**config.mk**
```make
export PLATFORM = sky130hd
export DESIGN_NAME = pmem_arbiter_flat
export DESIGN_NICKNAME = d
export VERILOG_FILES = /design/src/rtl/pmem_arbiter_if.sv /design/src/rtl/pmem_arbiter.sv /design/src/flat_wrapper.sv
export SDC_FILE = /design/constraint.sdc
export NUM_CORES = 1
export LEC_CHECK = 0
export CORE_AREA = 2 2 541 543
export CTS_CLUSTER_DIAMETER = 200
export DETAILED_ROUTE_END_ITERATION = 12
export DIE_AREA = 0 0 543 545
export SYNTH_ARGS = -nofsm -noshare
export SYNTH_HDL_FRONTEND = slang
export SYNTH_SLANG_ARGS = --single-unit
```
**constraint.sdc**
```tcl
create_clock -name clk -period 1.4 [get_ports clk]
set_input_delay 0.21 -clock clk [delete_from_list [all_inputs] [get_ports clk]]
set_output_delay 0.21 -clock clk [all_outputs]
set_load 0.01 [all_outputs]
```
**src/rtl/pmem_arbiter_if.sv**
```systemverilog
// pmem_arbiter_if: cache-side and memory-side pmem signals of the arbiter
interface pmem_arbiter_if #(
    parameter int s_line = 256,
    parameter int addr_w = 32
);
    logic              icache_pmem_read;
    logic [addr_w-1:0] icache_pmem_address;
    logic [s_line-1:0] icache_pmem_rdata;
    logic              icache_pmem_resp;
    logic              dcache_pmem_read;
    logic              dcache_pmem_write;
    logic [addr_w-1:0] dcache_pmem_address;
    logic [s_line-1:0] dcache_pmem_wdata;
    logic              hold_arbiter;
    logic [s_line-1:0] dcache_pmem_rdata;
    logic              dcache_pmem_resp;
    logic              pmem_read;
    logic              pmem_write;
    logic [addr_w-1:0] pmem_address;
    logic [s_line-1:0] pmem_wdata;
    logic [s_line-1:0] pmem_rdata;
    logic              pmem_resp;

    modport slave (
        input  icache_pmem_read, icache_pmem_address,
        input  dcache_pmem_read, dcache_pmem_write, dcache_pmem_address, dcache_pmem_wdata, hold_arbiter,
        input  pmem_rdata, pmem_resp,
        output icache_pmem_rdata, icache_pmem_resp, dcache_pmem_rdata, dcache_pmem_resp,
        output pmem_read, pmem_write, pmem_address, pmem_wdata
    );

    modport master (
        output icache_pmem_read, icache_pmem_address,
        output dcache_pmem_read, dcache_pmem_write, dcache_pmem_address, dcache_pmem_wdata, hold_arbiter,
        output pmem_rdata, pmem_resp,
        input  icache_pmem_rdata, icache_pmem_resp, dcache_pmem_rdata, dcache_pmem_resp,
        input  pmem_read, pmem_write, pmem_address, pmem_wdata
    );
endinterface

```
**src/rtl/pmem_arbiter.sv**
```systemverilog
// pmem_arbiter: shares one pmem port between i-cache and d-cache; PMEM_ARB_RR_EN selects round-robin tie-break
module pmem_arbiter (
    input logic           clk,
    input logic           rst,
    pmem_arbiter_if.slave bus
);
    typedef enum logic [1:0] {IDLE, I_BUSY, D_BUSY, D_HOLD} state_t;

    state_t state_q;
    logic   d_req;
    logic   d_win;
    logic   i_own;
    logic   d_own;

    assign d_req = bus.dcache_pmem_read | bus.dcache_pmem_write;
    assign i_own = state_q == I_BUSY;
    assign d_own = state_q == D_BUSY;

`ifdef PMEM_ARB_RR_EN
    logic last_d_q;

    assign d_win = d_req & (~bus.icache_pmem_read | ~last_d_q);

    // remember which cache won the most recent grant out of IDLE
    always_ff @(posedge clk or posedge rst) begin
        if (rst) last_d_q <= 1'b0;
        else if (state_q == IDLE && (d_req || bus.icache_pmem_read)) last_d_q <= d_win;
    end
`else
    assign d_win = d_req;
`endif

    // ownership FSM; D_HOLD keeps the d-cache owning between write-back and refill
    always_ff @(posedge clk or posedge rst) begin
        if (rst) state_q <= IDLE;
        else begin
            case (state_q)
                IDLE:    state_q <= d_win ? D_BUSY : (bus.icache_pmem_read ? I_BUSY : IDLE);
                I_BUSY:  state_q <= bus.pmem_resp ? IDLE : I_BUSY;
                D_BUSY:  state_q <= bus.pmem_resp ? (bus.hold_arbiter ? D_HOLD : IDLE) : D_BUSY;
                default: state_q <= d_req ? D_BUSY : (bus.hold_arbiter ? D_HOLD : IDLE);
            endcase
        end
    end

    // route the owner's request to memory and memory's answer back to the owner only
    always_comb begin
        bus.pmem_read         = i_own ? bus.icache_pmem_read : (d_own & bus.dcache_pmem_read & ~bus.dcache_pmem_write);
        bus.pmem_write        = d_own & bus.dcache_pmem_write;
        bus.pmem_address      = i_own ? bus.icache_pmem_address : (d_own ? bus.dcache_pmem_address : '0);
        bus.pmem_wdata        = d_own ? bus.dcache_pmem_wdata : '0;
        bus.icache_pmem_resp  = i_own & bus.pmem_resp;
        bus.icache_pmem_rdata = i_own ? bus.pmem_rdata : '0;
        bus.dcache_pmem_resp  = d_own & bus.pmem_resp;
        bus.dcache_pmem_rdata = d_own ? bus.pmem_rdata : '0;
    end
endmodule

```
**src/flat_wrapper.sv**
```systemverilog
// flat-port wrapper written by rule: the top's interface ports become plain ports
module pmem_arbiter_flat 
  (clk, rst, bus_icache_pmem_read, bus_icache_pmem_address, bus_dcache_pmem_read, bus_dcache_pmem_write, bus_dcache_pmem_address, bus_dcache_pmem_wdata, bus_hold_arbiter, bus_pmem_rdata, bus_pmem_resp, bus_icache_pmem_rdata, bus_icache_pmem_resp, bus_dcache_pmem_rdata, bus_dcache_pmem_resp, bus_pmem_read, bus_pmem_write, bus_pmem_address, bus_pmem_wdata);
  pmem_arbiter_if bus_i ();
  input logic clk;
  input logic rst;
  input wire logic [$bits(bus_i.icache_pmem_read)-1:0] bus_icache_pmem_read;
  input wire logic [$bits(bus_i.icache_pmem_address)-1:0] bus_icache_pmem_address;
  input wire logic [$bits(bus_i.dcache_pmem_read)-1:0] bus_dcache_pmem_read;
  input wire logic [$bits(bus_i.dcache_pmem_write)-1:0] bus_dcache_pmem_write;
  input wire logic [$bits(bus_i.dcache_pmem_address)-1:0] bus_dcache_pmem_address;
  input wire logic [$bits(bus_i.dcache_pmem_wdata)-1:0] bus_dcache_pmem_wdata;
  input wire logic [$bits(bus_i.hold_arbiter)-1:0] bus_hold_arbiter;
  input wire logic [$bits(bus_i.pmem_rdata)-1:0] bus_pmem_rdata;
  input wire logic [$bits(bus_i.pmem_resp)-1:0] bus_pmem_resp;
  output wire logic [$bits(bus_i.icache_pmem_rdata)-1:0] bus_icache_pmem_rdata;
  output wire logic [$bits(bus_i.icache_pmem_resp)-1:0] bus_icache_pmem_resp;
  output wire logic [$bits(bus_i.dcache_pmem_rdata)-1:0] bus_dcache_pmem_rdata;
  output wire logic [$bits(bus_i.dcache_pmem_resp)-1:0] bus_dcache_pmem_resp;
  output wire logic [$bits(bus_i.pmem_read)-1:0] bus_pmem_read;
  output wire logic [$bits(bus_i.pmem_write)-1:0] bus_pmem_write;
  output wire logic [$bits(bus_i.pmem_address)-1:0] bus_pmem_address;
  output wire logic [$bits(bus_i.pmem_wdata)-1:0] bus_pmem_wdata;
  assign bus_i.icache_pmem_read = bus_icache_pmem_read;
  assign bus_i.icache_pmem_address = bus_icache_pmem_address;
  assign bus_i.dcache_pmem_read = bus_dcache_pmem_read;
  assign bus_i.dcache_pmem_write = bus_dcache_pmem_write;
  assign bus_i.dcache_pmem_address = bus_dcache_pmem_address;
  assign bus_i.dcache_pmem_wdata = bus_dcache_pmem_wdata;
  assign bus_i.hold_arbiter = bus_hold_arbiter;
  assign bus_i.pmem_rdata = bus_pmem_rdata;
  assign bus_i.pmem_resp = bus_pmem_resp;
  assign bus_icache_pmem_rdata = bus_i.icache_pmem_rdata;
  assign bus_icache_pmem_resp = bus_i.icache_pmem_resp;
  assign bus_dcache_pmem_rdata = bus_i.dcache_pmem_rdata;
  assign bus_dcache_pmem_resp = bus_i.dcache_pmem_resp;
  assign bus_pmem_read = bus_i.pmem_read;
  assign bus_pmem_write = bus_i.pmem_write;
  assign bus_pmem_address = bus_i.pmem_address;
  assign bus_pmem_wdata = bus_i.pmem_wdata;
  pmem_arbiter u_core (.clk(clk), .rst(rst), .bus(bus_i));
endmodule
```
==> flow_metrics.tcl <==
set metrics [dict create \
    outcome "finished, violations left" \
    violations "setup timing" \
    clkPwrFrac 0.012 \
    regMostFlops "u_core.state_q" \
    yosysUniqueCellTypes 16 \
    drt-pass1-iter-count 4 \
    grt_pass1_wl_um 246000 \
    wire_per_inst_um 35.4 \
    nNetsFinal 2947 \
    finalNonFillerCells 6345 \
    crit_chain "nor2b_4 -> buf_12 -> buf_12 -> buf_12 -> buf_12 -> buf_16 -> and2_1 -> dlygate4sd2_1" \
    via_per_inst 2.14 \
    fin_ws_ns -0.826 \
    setup_tns_ns -469.22 \
    critPathSlowestCell "dfrtp_1" \
    path_clk_slew_ns 0.03 \
    vias 13600 \
    clk_path_buf_depth 2 \
    layout.cells.most_common_list "and2_1 (727), clkdlybuf4s50_1 (660), buf_12 (475), buf_4 (155), clkbuf_2 (70)" \
    synth_warnings 0 \
    grt_pass1_vias 12300 \
    rows 198 \
    top_regs "u_core.state_q: 2 flops" \
    hold_viol_final 0 \
    endpoint_kind "primary output" \
    hp-class "input pin to asynchronous set/reset pin" \
    place_inst 6218 \
    cts_root_buf "clkbuf_16" \
    setup_viol 805 \
    period_share 1.59 \
    path_buf_inv 6 \
    ioPinCount 1387 \
    grt_start_max_net_pins 51 \
    rsz0062_at_grt "yes" \
    crit_family "buffers and inverters" \
    syn_area_per_cell_um2 6.40 \
    crit_required_ns 1.19 \
    routabilityCongestion 0.899 \
    wl_um 224000 \
    drive_gt1_frac 0.364 \
    fmax_mhz 449 \
    die_h_um 545 \
    nFillCells 33500 \
    dp_slack_ns -0.781 \
    portBuffers 1386 \
    hpwlAfterDp_um 212000 \
    grt_usage 0.142 \
    antenna_found_initial 213 \
    die_x_um 543 \
    maxCapViolations 0 \
    htree_levels 1 \
    syn_area_um2 5850 \
    postLayoutCellArea_um2 30400 \
    core_um2 290000 \
    muxShareOfSynthArea 0.00385 \
    syn_nets 1496 \
    ys_seq_area_frac 0.00856 \
    power_frac_seq 0.003 \
    combPwrFrac 0.986 \
    maxSlewHeadroom 0.359 \
    p_sw_mw 18.4 \
    critPathArrivalTime_ns 2.02 \
    cp-start-kind "register" \
    layout_commonest_cell "and2_1" \
    drcViolationCount 0 \
    synth_top_cell_by_area "and2_1" \
    synth-simple-area-share 0.833 \
    synthCells 913 \
    placed_cell_area_um2 29500 \
    cp_max_fo 14 \
    power_density_nw_per_um2 1210 \
    die_area_um2 296000 \
    cts_hold_buf 0 \
    internal-power_mw 18.4 \
    power.leakage_nw 12.2 \
    largest_register_ffs 2 \
    final_max_slew_viol_count 0 \
    vdd_drop_max_v 0.000494 \
    crit_top_cell "buf_12" \
    critPathKind "register to primary output" \
    cts_made_buffers 3 \
    synth_area_leaders "and2_1 (82%), a22o_1 (4.8%), buf_2 (4.7%)" \
    critPathMaxStageDelay_ns 0.39 \
    area_growth_pct 419 \
    tightest_slew_ns 0.959 \
    yosys.area.top_type_share 0.825 \
    drtIter0Drc 742 \
    synth_adder_area_share 0 \
    synth_top_family_by_area "simple AND/OR/NAND/NOR gates" \
    swShare 0.500 \
    fin_crit_ns 2.23 \
    synth_compound_area_frac 0.0522 \
    grt_overflow 0 \
    skew_ns 0.000418 \
    insertion_delay_ns 0.22 \
    ys_ff_latch 2 \
    clock_sinks 2 \
    synth-xor-area-share 0 \
    antenna_left 0 \
    cts_tree "yes" \
    start_util 0.0202 \
]
-- what timing repair did --
action | 4_1_cts | 5_1_grt
pin swaps | 4 | 3
setup endpoints to repair | 805 | 805
setup buffers | 8 | 17
gates resized for setup | 340 | 338
gates cloned | 6 | 11
-- power groups by stage --
stage / sequential, mW / combinational, mW / clock [mW]
4_1_cts: 0.0932 / 36.8 / 0.433
5_1_grt: 0.0950 / 38.3 / 0.441
2_1_floorplan: 0.0906 / 7.36 / 0
6_report: 0.0934 / 36.3 / 0.431
3_5_place_dp: 0.0935 / 36.2 / 0
3_3_place_gp: 0.0927 / 36.2 / 0
-- cells in the mapped netlist --
| cell | instances |
|---|---|
| and2_1 | 771 |
| buf_2 | 55 |
| a22o_1 | 32 |
| buf_4 | 18 |
| buf_6 | 13 |
| clkbuf_1 | 7 |
| inv_1 | 4 |
| dfrtp_1 | 2 |
| nor2b_1 | 2 |
| nor3_1 | 2 |
| nor3b_1 | 2 |
| a211oi_1 | 1 |
| a32o_1 | 1 |
| mux4_2 | 1 |
| nor4bb_1 | 1 |
| o31ai_1 | 1 |
-- area by class of cell --
cell class              instances  area [um^2]  share of cell area
multi-input cells             814         5330               0.176
flip-flops and latches          2         50.0             0.00165
repair buffers               1539        19800               0.652
clock buffers                   3         75.1             0.00247
diodes                         83          208             0.00684
inverters                       4         15.0            0.000495
well taps                    3900         4880               0.161
-- logic make-up after synthesis --
family | Yosys count
DFF | 2
AOI/OAI and AO/OA | 35
buffers and inverters | 97
muxes | 1
and+or+nand+nor | 778
-- path summary, 6_finish.rpt --
path | from | slack, ns | to | cells after the start
setup / recovery | u_core.state_q[0] | -0.83 | bus_icache_pmem_rdata[217] | 8
hold / removal | rst | 0.17 | u_core.state_q[1] | 2
setup reg to reg | u_core.state_q[0] | 0.13 | u_core.state_q[0] | 3
hold reg to reg | u_core.state_q[0] | 0.65 | u_core.state_q[1] | 2
max in group asynchronous | rst | 1.11 | u_core.state_q[0] | 2
min in group clk | u_core.state_q[0] | 0.65 | u_core.state_q[1] | 2
-- stage by stage --
| step | util | hold slack [ns] | power (mW) |
|---|---|---|---|
| 2_1_floorplan | - | -0.0488 | 7.45 |
| 3_3_place_gp | 0.102 | 0.383 | 36.3 |
| 3_5_place_dp | 0.102 | 0.392 | 36.3 |
| 4_1_cts | 0.103 | 0.169 | 37.4 |
| 5_1_grt | 0.104 | 0.190 | 38.8 |
| 6_report | 0.105 | 0.171 | 36.9 |
-- routing by layer --
metal / track usage / vias up / part of all wire
li1: - / 5790 / -
met1: 0.179 / 6117 / 0.43
met2: 0.212 / 1207 / 0.42
met3: 0.0714 / 326 / 0.12
met4: 0.0381 / 114 / 0.028
met5: 0 / - / 0.0031
Note: power is estimated with default switching activity, not from simulation.
